[config.mk]
export PLATFORM = sky130hd
export DESIGN_NAME = ps2_move_source
export DESIGN_NICKNAME = d
export VERILOG_FILES = /design/src/rtl/ps2_move_source_pkg.sv /design/src/rtl/ps2_move_source_frame_rx.sv /design/src/rtl/ps2_move_source.sv
export SDC_FILE = /design/constraint.sdc
export NUM_CORES = 1
export LEC_CHECK = 0
export BUFFER_PORTS_ARGS = -buffer_cell sky130_fd_sc_hd__buf_2
export CAP_MARGIN = 0
export CORE_MARGIN = 5
export CORE_UTILIZATION = 30
export DETAILED_ROUTE_END_ITERATION = 12
export SLEW_MARGIN = 10
export SYNTH_ARGS = -nofsm -noshare
export SYNTH_HDL_FRONTEND = slang
export SYNTH_HIERARCHICAL = 1
export SYNTH_SLANG_ARGS = --single-unit
[constraint.sdc]
create_clock -name clk -period 2.7 [get_ports clk]
set_input_delay 0.135 -clock clk [delete_from_list [all_inputs] [get_ports clk]]
set_output_delay 0.135 -clock clk [all_outputs]
set_load 0.01 [all_outputs]
[src/rtl/ps2_move_source_pkg.sv]
// Shared types and constants for the PS/2 movement-key source.
// Scan-code/ASCII tables and the receive FSM state encoding live here.
package ps2_move_source_pkg;

  typedef enum logic [1:0] {
    ST_IDLE   = 2'd0,
    ST_DATA   = 2'd1,
    ST_PARITY = 2'd2,
    ST_STOP   = 2'd3
  } rx_state_e;

  localparam int TIMEOUT_DEFAULT = 5000;
  localparam int NUM_KEYS        = 4;

  localparam logic [7:0] SC_A     = 8'h1C;
  localparam logic [7:0] SC_D     = 8'h23;
  localparam logic [7:0] SC_W     = 8'h1D;
  localparam logic [7:0] SC_S     = 8'h1B;
  localparam logic [7:0] SC_BREAK = 8'hF0;
  localparam logic [7:0] SC_EXT   = 8'hE0;

  localparam logic [7:0] ASCII_A = 8'd97;
  localparam logic [7:0] ASCII_D = 8'd100;
  localparam logic [7:0] ASCII_W = 8'd119;
  localparam logic [7:0] ASCII_S = 8'd115;

  function automatic logic key_hit(input logic [7:0] code);
    return (code == SC_A) || (code == SC_D) || (code == SC_W) || (code == SC_S);
  endfunction

  function automatic logic [1:0] key_index(input logic [7:0] code);
    logic [1:0] idx;
    case (code)
      SC_A:    idx = 2'd0;
      SC_D:    idx = 2'd1;
      SC_W:    idx = 2'd2;
      SC_S:    idx = 2'd3;
      default: idx = 2'd0;
    endcase
    return idx;
  endfunction

  function automatic logic [7:0] key_to_ascii(input logic [1:0] idx);
    logic [7:0] a;
    case (idx)
      2'd0:    a = ASCII_A;
      2'd1:    a = ASCII_D;
      2'd2:    a = ASCII_W;
      default: a = ASCII_S;
    endcase
    return a;
  endfunction

endpackage

[src/rtl/ps2_move_source_frame_rx.sv]
// PS/2 frame receiver: line synchronizers, falling-edge detect, 11-bit frame FSM
// with odd-parity check and inter-edge timeout. byte_ok/byte_err are single-cycle strobes.
//
// state     | meaning
// ST_IDLE   | waiting for a start bit (0) on a ps2_clk falling edge
// ST_DATA   | shifting in 8 data bits, LSB first
// ST_PARITY | sampling the odd-parity bit
// ST_STOP   | sampling the stop bit, then accept or reject the byte
module ps2_frame_rx
  import ps2_move_source_pkg::*;
#(
  parameter int TIMEOUT_CYCLES = TIMEOUT_DEFAULT
) (
  input  logic       clk,
  input  logic       rst_n,
  input  logic       ps2_clk,
  input  logic       ps2_dat,
  output logic [7:0] byte_data,
  output logic       byte_ok,
  output logic       byte_err
);

  localparam int TW = $clog2(TIMEOUT_CYCLES + 1);
  localparam logic [TW-1:0] TMO_LOAD = TW'(TIMEOUT_CYCLES - 1);

  logic [2:0]    clk_sync_q, clk_sync_d;
  logic [1:0]    dat_sync_q, dat_sync_d;
  rx_state_e     state_q, state_d;
  logic [2:0]    bit_cnt_q, bit_cnt_d;
  logic [7:0]    shift_q, shift_d;
  logic          par_err_q, par_err_d;
  logic [TW-1:0] tmo_q, tmo_d;

  logic fall;
  logic bit_in;

  // [1] is the synchronized clock, [2] its delayed copy for edge detection
  assign fall      = clk_sync_q[2] & ~clk_sync_q[1];
  assign bit_in    = dat_sync_q[1];
  assign byte_data = shift_q;

  always_comb begin
    clk_sync_d = {clk_sync_q[1:0], ps2_clk};
    dat_sync_d = {dat_sync_q[0], ps2_dat};
    state_d    = state_q;
    bit_cnt_d  = bit_cnt_q;
    shift_d    = shift_q;
    par_err_d  = par_err_q;
    tmo_d      = tmo_q;
    byte_ok    = 1'b0;
    byte_err   = 1'b0;

    if (state_q != ST_IDLE) begin
      if (fall) begin
        tmo_d = TMO_LOAD;
      end else if (tmo_q == '0) begin
        state_d  = ST_IDLE;
        byte_err = 1'b1;
      end else begin
        tmo_d = tmo_q - TW'(1);
      end
    end

    if (fall) begin
      case (state_q)
        ST_IDLE: begin
          if (!bit_in) begin
            state_d   = ST_DATA;
            bit_cnt_d = 3'd0;
            par_err_d = 1'b0;
            tmo_d     = TMO_LOAD;
          end else begin
            byte_err = 1'b1;
          end
        end
        ST_DATA: begin
          shift_d   = {bit_in, shift_q[7:1]};
          bit_cnt_d = bit_cnt_q + 3'd1;
          if (bit_cnt_q == 3'd7) state_d = ST_PARITY;
        end
        ST_PARITY: begin
          par_err_d = ~(^{shift_q, bit_in});
          state_d   = ST_STOP;
        end
        ST_STOP: begin
          state_d = ST_IDLE;
          if (bit_in && !par_err_q) byte_ok  = 1'b1;
          else                      byte_err = 1'b1;
        end
        default: state_d = ST_IDLE;
      endcase
    end
  end

  always_ff @(posedge clk or negedge rst_n) begin
    if (!rst_n) begin
      clk_sync_q <= 3'b111;
      dat_sync_q <= 2'b11;
      state_q    <= ST_IDLE;
      bit_cnt_q  <= 3'd0;
      shift_q    <= 8'd0;
      par_err_q  <= 1'b0;
      tmo_q      <= '0;
    end else begin
      clk_sync_q <= clk_sync_d;
      dat_sync_q <= dat_sync_d;
      state_q    <= state_d;
      bit_cnt_q  <= bit_cnt_d;
      shift_q    <= shift_d;
      par_err_q  <= par_err_d;
      tmo_q      <= tmo_d;
    end
  end

endmodule

[src/rtl/ps2_move_source.sv]
// PS/2 movement-key source: decodes received bytes into per-key press counts
// for the WASD move parser, ignoring typematic repeats and extended codes.
module ps2_move_source
  import ps2_move_source_pkg::*;
#(
  parameter int TIMEOUT_CYCLES = TIMEOUT_DEFAULT
) (
  input  logic       clk,
  input  logic       rst_n,
  input  logic       ps2_clk,
  input  logic       ps2_dat,
  output logic [7:0] key_ascii,
  output logic [7:0] key_count,
  output logic       key_valid,
  output logic       frame_err
);

  logic [7:0] rx_byte;
  logic       rx_ok;
  logic       rx_err;

  ps2_frame_rx #(
    .TIMEOUT_CYCLES(TIMEOUT_CYCLES)
  ) u_frame_rx (
    .clk      (clk),
    .rst_n    (rst_n),
    .ps2_clk  (ps2_clk),
    .ps2_dat  (ps2_dat),
    .byte_data(rx_byte),
    .byte_ok  (rx_ok),
    .byte_err (rx_err)
  );

  logic                     brk_q, brk_d;
  logic                     ext_q, ext_d;
  logic [NUM_KEYS-1:0]      held_q, held_d;
  logic [NUM_KEYS-1:0][7:0] cnt_q, cnt_d;
  logic [7:0]               key_ascii_q, key_ascii_d;
  logic [7:0]               key_count_q, key_count_d;
  logic                     key_valid_q, key_valid_d;
  logic                     frame_err_q, frame_err_d;

  logic       hit;
  logic [1:0] idx;
  logic [7:0] cnt_next;

  assign hit      = key_hit(rx_byte);
  assign idx      = key_index(rx_byte);
  assign cnt_next = (cnt_q[idx] == 8'hFF) ? 8'hFF : cnt_q[idx] + 8'd1;

  always_comb begin
    brk_d       = brk_q;
    ext_d       = ext_q;
    held_d      = held_q;
    cnt_d       = cnt_q;
    key_ascii_d = key_ascii_q;
    key_count_d = key_count_q;
    key_valid_d = 1'b0;
    frame_err_d = rx_err;

    if (rx_ok) begin
      if (rx_byte == SC_BREAK) begin
        brk_d = 1'b1;
      end else if (rx_byte == SC_EXT) begin
        ext_d = 1'b1;
      end else begin
        brk_d = 1'b0;
        ext_d = 1'b0;
        if (!ext_q && hit) begin
          if (brk_q) begin
            held_d[idx] = 1'b0;
          end else if (!held_q[idx]) begin
            // Only the first make of a hold counts; typematic repeats fall through
            held_d[idx] = 1'b1;
            cnt_d[idx]  = cnt_next;
            key_ascii_d = key_to_ascii(idx);
            key_count_d = cnt_next;
            key_valid_d = 1'b1;
          end
        end
      end
    end
  end

  always_ff @(posedge clk or negedge rst_n) begin
    if (!rst_n) begin
      brk_q       <= 1'b0;
      ext_q       <= 1'b0;
      held_q      <= '0;
      cnt_q       <= '0;
      key_ascii_q <= 8'd0;
      key_count_q <= 8'd0;
      key_valid_q <= 1'b0;
      frame_err_q <= 1'b0;
    end else begin
      brk_q       <= brk_d;
      ext_q       <= ext_d;
      held_q      <= held_d;
      cnt_q       <= cnt_d;
      key_ascii_q <= key_ascii_d;
      key_count_q <= key_count_d;
      key_valid_q <= key_valid_d;
      frame_err_q <= frame_err_d;
    end
  end

  assign key_ascii = key_ascii_q;
  assign key_count = key_count_q;
  assign key_valid = key_valid_q;
  assign frame_err = frame_err_q;

endmodule

-- Word-level counts from Yosys, hierarchy flattened
Cells that the tools add are included.
- register bits after elaboration: 88
- bits of input ports: 4
- output and inout bits: 18
- logic and storage cells: 121
- add/sub/neg operators: 3
- magnitude comparators: 2
- eq/ne operators: 16
- multiplexer cells: 50
- bitwise gates (word level): 10
- reduce and logical (&&, ||, !) cells: 22
- operators with widths (operator ; count):
    $mux W13 ; 6
    $bwmux W32 ; 1
    $eq A8 B5 Y1 const B ; 3
    $eq A8 B8 Y1 const B ; 3
    $mux W8 ; 3
    $mux W1 ; 21
    $bmux W8 S2 ; 1
    $demux W8 S2 ; 1
    $pmux W5 S3 ; 1
    $logic_not A13 Y1 ; 1
    $sub A13 B1 Y13 const B ; 1
    $mux W2 ; 6
    $reduce_xor A9 Y1 ; 1
    $add A8 B1 Y8 const B ; 1
    $eq A8 B6 Y1 const B ; 1
    $mux W4 ; 2
    $pmux W2 S4 ; 1
    $eq A2 B2 Y1 const B ; 3
    $ne A2 B2 Y1 const B ; 3
    $not A1 Y1 ; 6
    $pmux W2 S3 ; 1
    $pmux W3 S2 ; 1
    $reduce_and A2 Y1 ; 3
    $reduce_and A3 Y1 ; 2
    other kinds (20) ; 30

-- Longest topological paths before layout
- depth in word-level cells: 10
- gate-level depth with buffers: 11

-- By module
The synthesis kept the hierarchy.
- modules (own cells, without submodules) (module ; times used ; cells each ; area each (um2)):
    ps2_move_source ; 1 ; 260 ; 2747.6
    ps2_frame_rx ; 1 ; 168 ; 1722.9

-- Worst setup path before layout
OpenSTA, ideal clock, no wires.
- path kind: reg2reg
- from: register u_frame_rx.shift_q[5], in the netlist u_frame_rx/byte_data[5]
- to: register key_count_q[7], in the netlist key_count[7]
- setup time: 0.125 ns
- arrival time: 2.681 ns
- slack: -0.106 ns
- cell stages (with the launch flop): 11
- buffers on the path: 0
- cells stage by stage: dfrtp_1 nand4b_2 nor3_4 inv_2 o211a_2 or3_1 ha_1 inv_1 nand2_1 mux2_2 mux2_2
- longest elaborated chain between the ends: 6
- elaborated cells on any way between the ends: 22
- classes of those cells: add/sub: 1; eq/ne: 7; mux: 6; bitwise: 3; reduce/logical: 5
- RTL lines (what ; RTL line ; RTL):
    from (decl) ; ps2_move_source_frame_rx.sv:30 ; logic [7:0] shift_q, shift_d;
    from (signal assigned) ; ps2_move_source_frame_rx.sv:109 ; shift_q <= shift_d;
    $eq A8 B5 Y1 (tied with other cells) ; ps2_move_source_pkg.sv:28, ps2_move_source_pkg.sv:33 ;
    $pmux W2 S3 / $logic_or A1 B1 Y1 (equally long branches) ; ps2_move_source_pkg.sv:33, ps2_move_source_pkg.sv:28 ;
    $bmux W8 S2 (tied with other cells) ; ps2_move_source.sv:49 ; assign cnt_next = (cnt_q[idx] == 8'hFF) ? 8'hFF : cnt_q[idx] + 8'd1;
    $mux W8 (not written as such) (tied with other cells) ; ps2_move_source.sv:49 ;
    $add A8 B1 Y8 (tied with other cells) ; ps2_move_source.sv:49 ;
    $mux W8 / $reduce_and A6 Y1 (equally long branches) ; - ;
    to (signal assigned) ; ps2_move_source.sv:101 ; key_count_q <= key_count_d;
    to (decl) ; ps2_move_source.sv:39 ; logic [7:0] key_count_q, key_count_d;
Parallel ways exist; a longest one is shown, timed or not. The select of a mux whose other input is x is not followed.
A chain may end at the register's enable or synchronous reset.

-- Worst setup path after layout
- from: register u_frame_rx.shift_q[6], in the netlist u_frame_rx/byte_data[6]
- to: register cnt_q[5] (netlist name)
- longest elaborated chain between the ends: 7
- elaborated cells on any way between the ends: 28
- classes of those cells: add/sub: 1; order compare: 2; eq/ne: 7; mux: 9; bitwise: 3; reduce/logical: 6
- RTL lines (what ; RTL line ; RTL):
    $eq A8 B5 Y1 / $eq A8 B6 Y1 (equally long branches) ; ps2_move_source_pkg.sv:28, ps2_move_source_pkg.sv:33 ;
    $pmux W2 S3 ; ps2_move_source_pkg.sv:33 ; case (code)
    $bmux W8 S2 (tied with other cells) ; ps2_move_source.sv:49 ;
    $mux W8 (not written as such) / $logic_and A1 B1 Y1 (equally long branches) ; ps2_move_source.sv:49, ps2_move_source.sv:75 ;
    $add A8 B1 Y8 (tied with other cells) ; ps2_move_source.sv:49 ;
    $mux W8 / $demux W8 S2 (equally long branches) ; ps2_move_source.sv:49, ps2_move_source.sv:75 ;
    $bwmux W32 ; ps2_move_source.sv:75 ; cnt_d[idx] = cnt_next;
    to (signal assigned) ; ps2_move_source.sv:99 ; cnt_q <= cnt_d;
    to (decl) ; ps2_move_source.sv:37 ; logic [NUM_KEYS-1:0][7:0] cnt_q, cnt_d;
Parallel ways exist; a longest one is shown, timed or not. The select of a mux whose other input is x is not followed.

==> metrics.md <==
| Metric | Value |
|---|---|
| Hold slack | `0.313 ns` |
| Placer Congestion | `0.891` |
| Final instance area | `5740 µm²` |
| Dominant synthesized flop cell | `dfrtp_1` |
| Nets@finish | `508` |
| Die X | `132 µm` |
| Final setup fails | `0` |
| CP max stage cell | `dfrtp_1` |
| Largest fanout on the critical path | `5` |
| Arr. time, crit path | `2.88 ns` |
| Worst-path clk slew | `0.06 ns` |
| Setup ws final | `0.0390 ns` |
| Core area | `14,600 µm²` |
| Gr usage total | `0.125` |
| Synth warn | `6` |
| Post-layout min period | `2.66 ns` |
| Clock buffer depth | `2` |
| CTS root buffer | `clkbuf_16` |
| ANT cells | `0` |
| DP Worst Slack | `-0.0166 ns` |
| CTS tree | `yes` |
| Area growth, synth to finish | `28.4%` |
| Clock sinks | `84` |
| Relative slew slack | `0.498` |
| Initial Util | `0.306` |
| Sequential fraction of the synthesis area | `0.472` |
| Hpwl dp | `7490 µm` |
| M2 GR Usage | `0.192` |
| Clk_lat worst skew | `0.34 ns` |
| Worst-path cell chain | `or2_4 -> buf_6 -> nor3_4 -> inv_4 -> o211a_4 -> or3_4 -> ha_4 -> o21ai_4 -> nor4b_4 -> a21o_1 -> mux2_2` |
| Port bufs | `19` |
| Total number of vias | `3,599` |
| Gr busiest metal | `met2` |
| Max Clk Rate | `0.376 GHz` |
| Clock skew | `0.00802 ns` |
| Worst Setup End Kind | `flip-flop` |
| Filler Cell Count | `1,354` |
| HP Class | `input port to async pin` |
| TritonRoute pass-1 iters | `4` |
| Initial antenna violation count | `0` |
| Vias in the first global route | `3,465` |
| Peak VDD IR | `0.423 mV` |
| Met1 GRT Util | `0.170` |
| EDFF count, synth | `0` |
| CP required | `2.92 ns` |
| Syn Area/Cell | `10.4 µm²` |
| Synth Register Bits | `84` |
| Antenna Violating Nets Remaining | `0` |
| Largest net degree at the start of global routing | `47` |
| Final Max Tran Viols | `0` |
| Num CTS Buffers | `9` |
| Die Y | `132 µm` |
| IO Pins | `22` |
| Storage element area | `2110 µm²` |
| Status | `finished clean` |
| Gr ovfl total | `0` |
| Cells after Synth | `428` |
| First-pass GRT wire length | `17,900 µm` |
| Synth unique cells | `75` |
| Post-DR vias/cell | `5.29` |
| Max H-tree Level | `3` |
| Layout cells sized above 1 | `0.341` |
| DRT iter0 DRCs | `258` |
| GRT met3 Usage | `0.0210` |
| Least-Margin Pin Slew | `0.753 ns` |
| Synth async-reset ratio | `1.00` |
| Multi-input logic area | `2390 µm²` |
| Worst path max stage delay | `0.40 ns` |
| Avg WL per Cell | `16.0 µm` |
| Startpoint Class | `flip-flop` |
| Overall routed net length | `10,900 µm` |
| DIE AREA | `17,400 µm²` |
| # DRC | `0` |
| Final hold vios | `0` |
| Post-Place Cell Area | `5100 µm²` |
| RSZ-0062 raised after global routing | `yes` |
| Fin crit share | `0.986` |
| Row cnt | `44` |
| MaxCap Viol Count | `0` |
| Leakage | `2.53 nW` |
| Power per Cell Area | `793 nW/µm²` |
| Setup_tns | `0 ns` |
| Cell count after placement | `654` |
| Setup CP Type | `flip-flop to flip-flop` |
| Mapped cell area | `4470 µm²` |
| Non-filler cells, final | `680` |
critical path: cells and delay by family, from the launching register on:
kind | cells | cell delay (ns)
buffers and inverters | 2 | 0.23
AO/OA/AOI/OAI | 3 | 0.44
multiplexers | 1 | 0.28
AND/OR/NAND/NOR | 4 | 0.99
adder cells (fa/ha/maj) | 1 | 0.20
flip-flops | 1 | 0.40
stage by stage:
step	total power, mW	util
floorplan	2.52	-
global placement	2.88	0.349
detailed placement	2.92	0.349
CTS	4.49	0.381
global route	4.79	0.394
finish	4.55	0.394
placed cells by master (no fill, tap or decap), drive strengths merged, types with 7 or more instances in the layout:
cell,count
buf,70
dfrtp,79
nand3,14
xnor2,7
mux2,30
o31ai,13
a21oi,22
ha,13
or3,7
nand2,39
clkbuf,9
nor3,9
nor2,20
o21ai,34
inv,14
routing by layer:
layer,part of all wire,wire length (µm)
met3,0.046,507
met1,0.46,5020
met4,0.023,246
met2,0.47,5140
met5,0,0
flip-flops by register name, indices dropped and copies added, names as in the netlist, named ones only:
register / count
key_count: 8
brk_q: 1
u_frame_rx/bit_cnt_q: 3
cnt_q: 32
key_valid: 1
u_frame_rx/dat_sync_q: 2
key_ascii: 4
u_frame_rx/par_err_q: 1
u_frame_rx/clk_sync_q: 3
u_frame_rx/state_q: 2
u_frame_rx/tmo_q: 13
u_frame_rx/byte_data: 8
ext_q: 1
frame_err: 1
cells by family after synthesis:
| kind of cell | Yosys count | synth area share |
|---|---|---|
| compound gates | 109 | 0.166 |
| mux | 36 | 0.0890 |
| xor+xnor | 10 | 0.0244 |
| simple gates | 140 | 0.177 |
| buf+inv | 35 | 0.0353 |
| fa+ha+maj | 13 | 0.0364 |
| other cells | 1 | 0.000839 |
| flops | 84 | 0.472 |
synth_stat cells, types with 3 or more instances:
master    number  area [µm²]
dfrtp_1       79        1980
nand2_1       39         146
mux2_2        30         338
a21oi_1       22         110
nor2_1        20        75.1
o21ai_1       19        95.1
o21ai_0       15        75.1
nand3_1       14        70.1
ha_1          13         163
o31ai_1       12        90.1
inv_1         10        37.5
clkbuf_1       8        30.0
nor3_1         8        40.0
or3_1          7        43.8
buf_4          6        45.0
mux2i_1        6        60.1
nand2b_1       6        37.5
xnor2_1        6        52.6
a22o_1         5        43.8
buf_1          5        18.8
dfstp_2        5         131
and2_1         4        25.0
nand4_1        4        25.0
nor2b_1        4        25.0
or4_1          4        30.0
and3_1         3        18.8
buf_2          3        15.0
inv_2          3        11.3
nand4b_1       3        26.3
nor4_1         3        18.8
o22ai_2        3        37.5
or2_2          3        18.8
final timing paths:
kind	slack, ns	depth (start not counted)	startpoint	end
worst max-delay path	0.04	11	u_frame_rx/byte_data[6]$_DFFE_PN0P_	cnt_q[5]$_DFFE_PN0P_
max in group asynchronous	1.72	3	rst_n	u_frame_rx/clk_sync_q[1]$_DFF_PN1_
min in group clk	0.35	0	u_frame_rx/dat_sync_q[0]$_DFF_PN1_	u_frame_rx/dat_sync_q[1]$_DFF_PN1_
worst min register to register	0.35	0	u_frame_rx/dat_sync_q[0]$_DFF_PN1_	u_frame_rx/dat_sync_q[1]$_DFF_PN1_
worst min-delay path	0.31	2	rst_n	u_frame_rx/tmo_q[12]$_DFF_PN0_
worst max register to register	0.04	11	u_frame_rx/byte_data[6]$_DFFE_PN0P_	cnt_q[5]$_DFFE_PN0P_
report_power, final:
| part | switching [mW] | internal (mW) | total, mW |
|---|---|---|---|
| Clock | 0.530 | 1.01 | 1.54 |
| Combinational | 0.683 | 0.694 | 1.38 |
| Sequential | 0.210 | 1.43 | 1.64 |
| Total | 1.42 | 3.13 | 4.55 |
layout make-up:
type / instances / area share
clock buffers: 9 / 0.0392
clock inverters: 7 / 0.0255
inverters: 13 / 0.00915
multi-input cells: 310 / 0.417
flip-flops and latches: 84 / 0.368
well taps: 184 / 0.0401
repair buffers: 73 / 0.101
timing repair:
action,CTS,global route
hold buffers,3,0
endpoints found under the setup margin,24,40
pin swaps,1,8
cloned,0,1
hold endpoints to repair,40,0
resized for setup,11,33
setup buffers,0,6
Power figures use the tool's default switching activity.
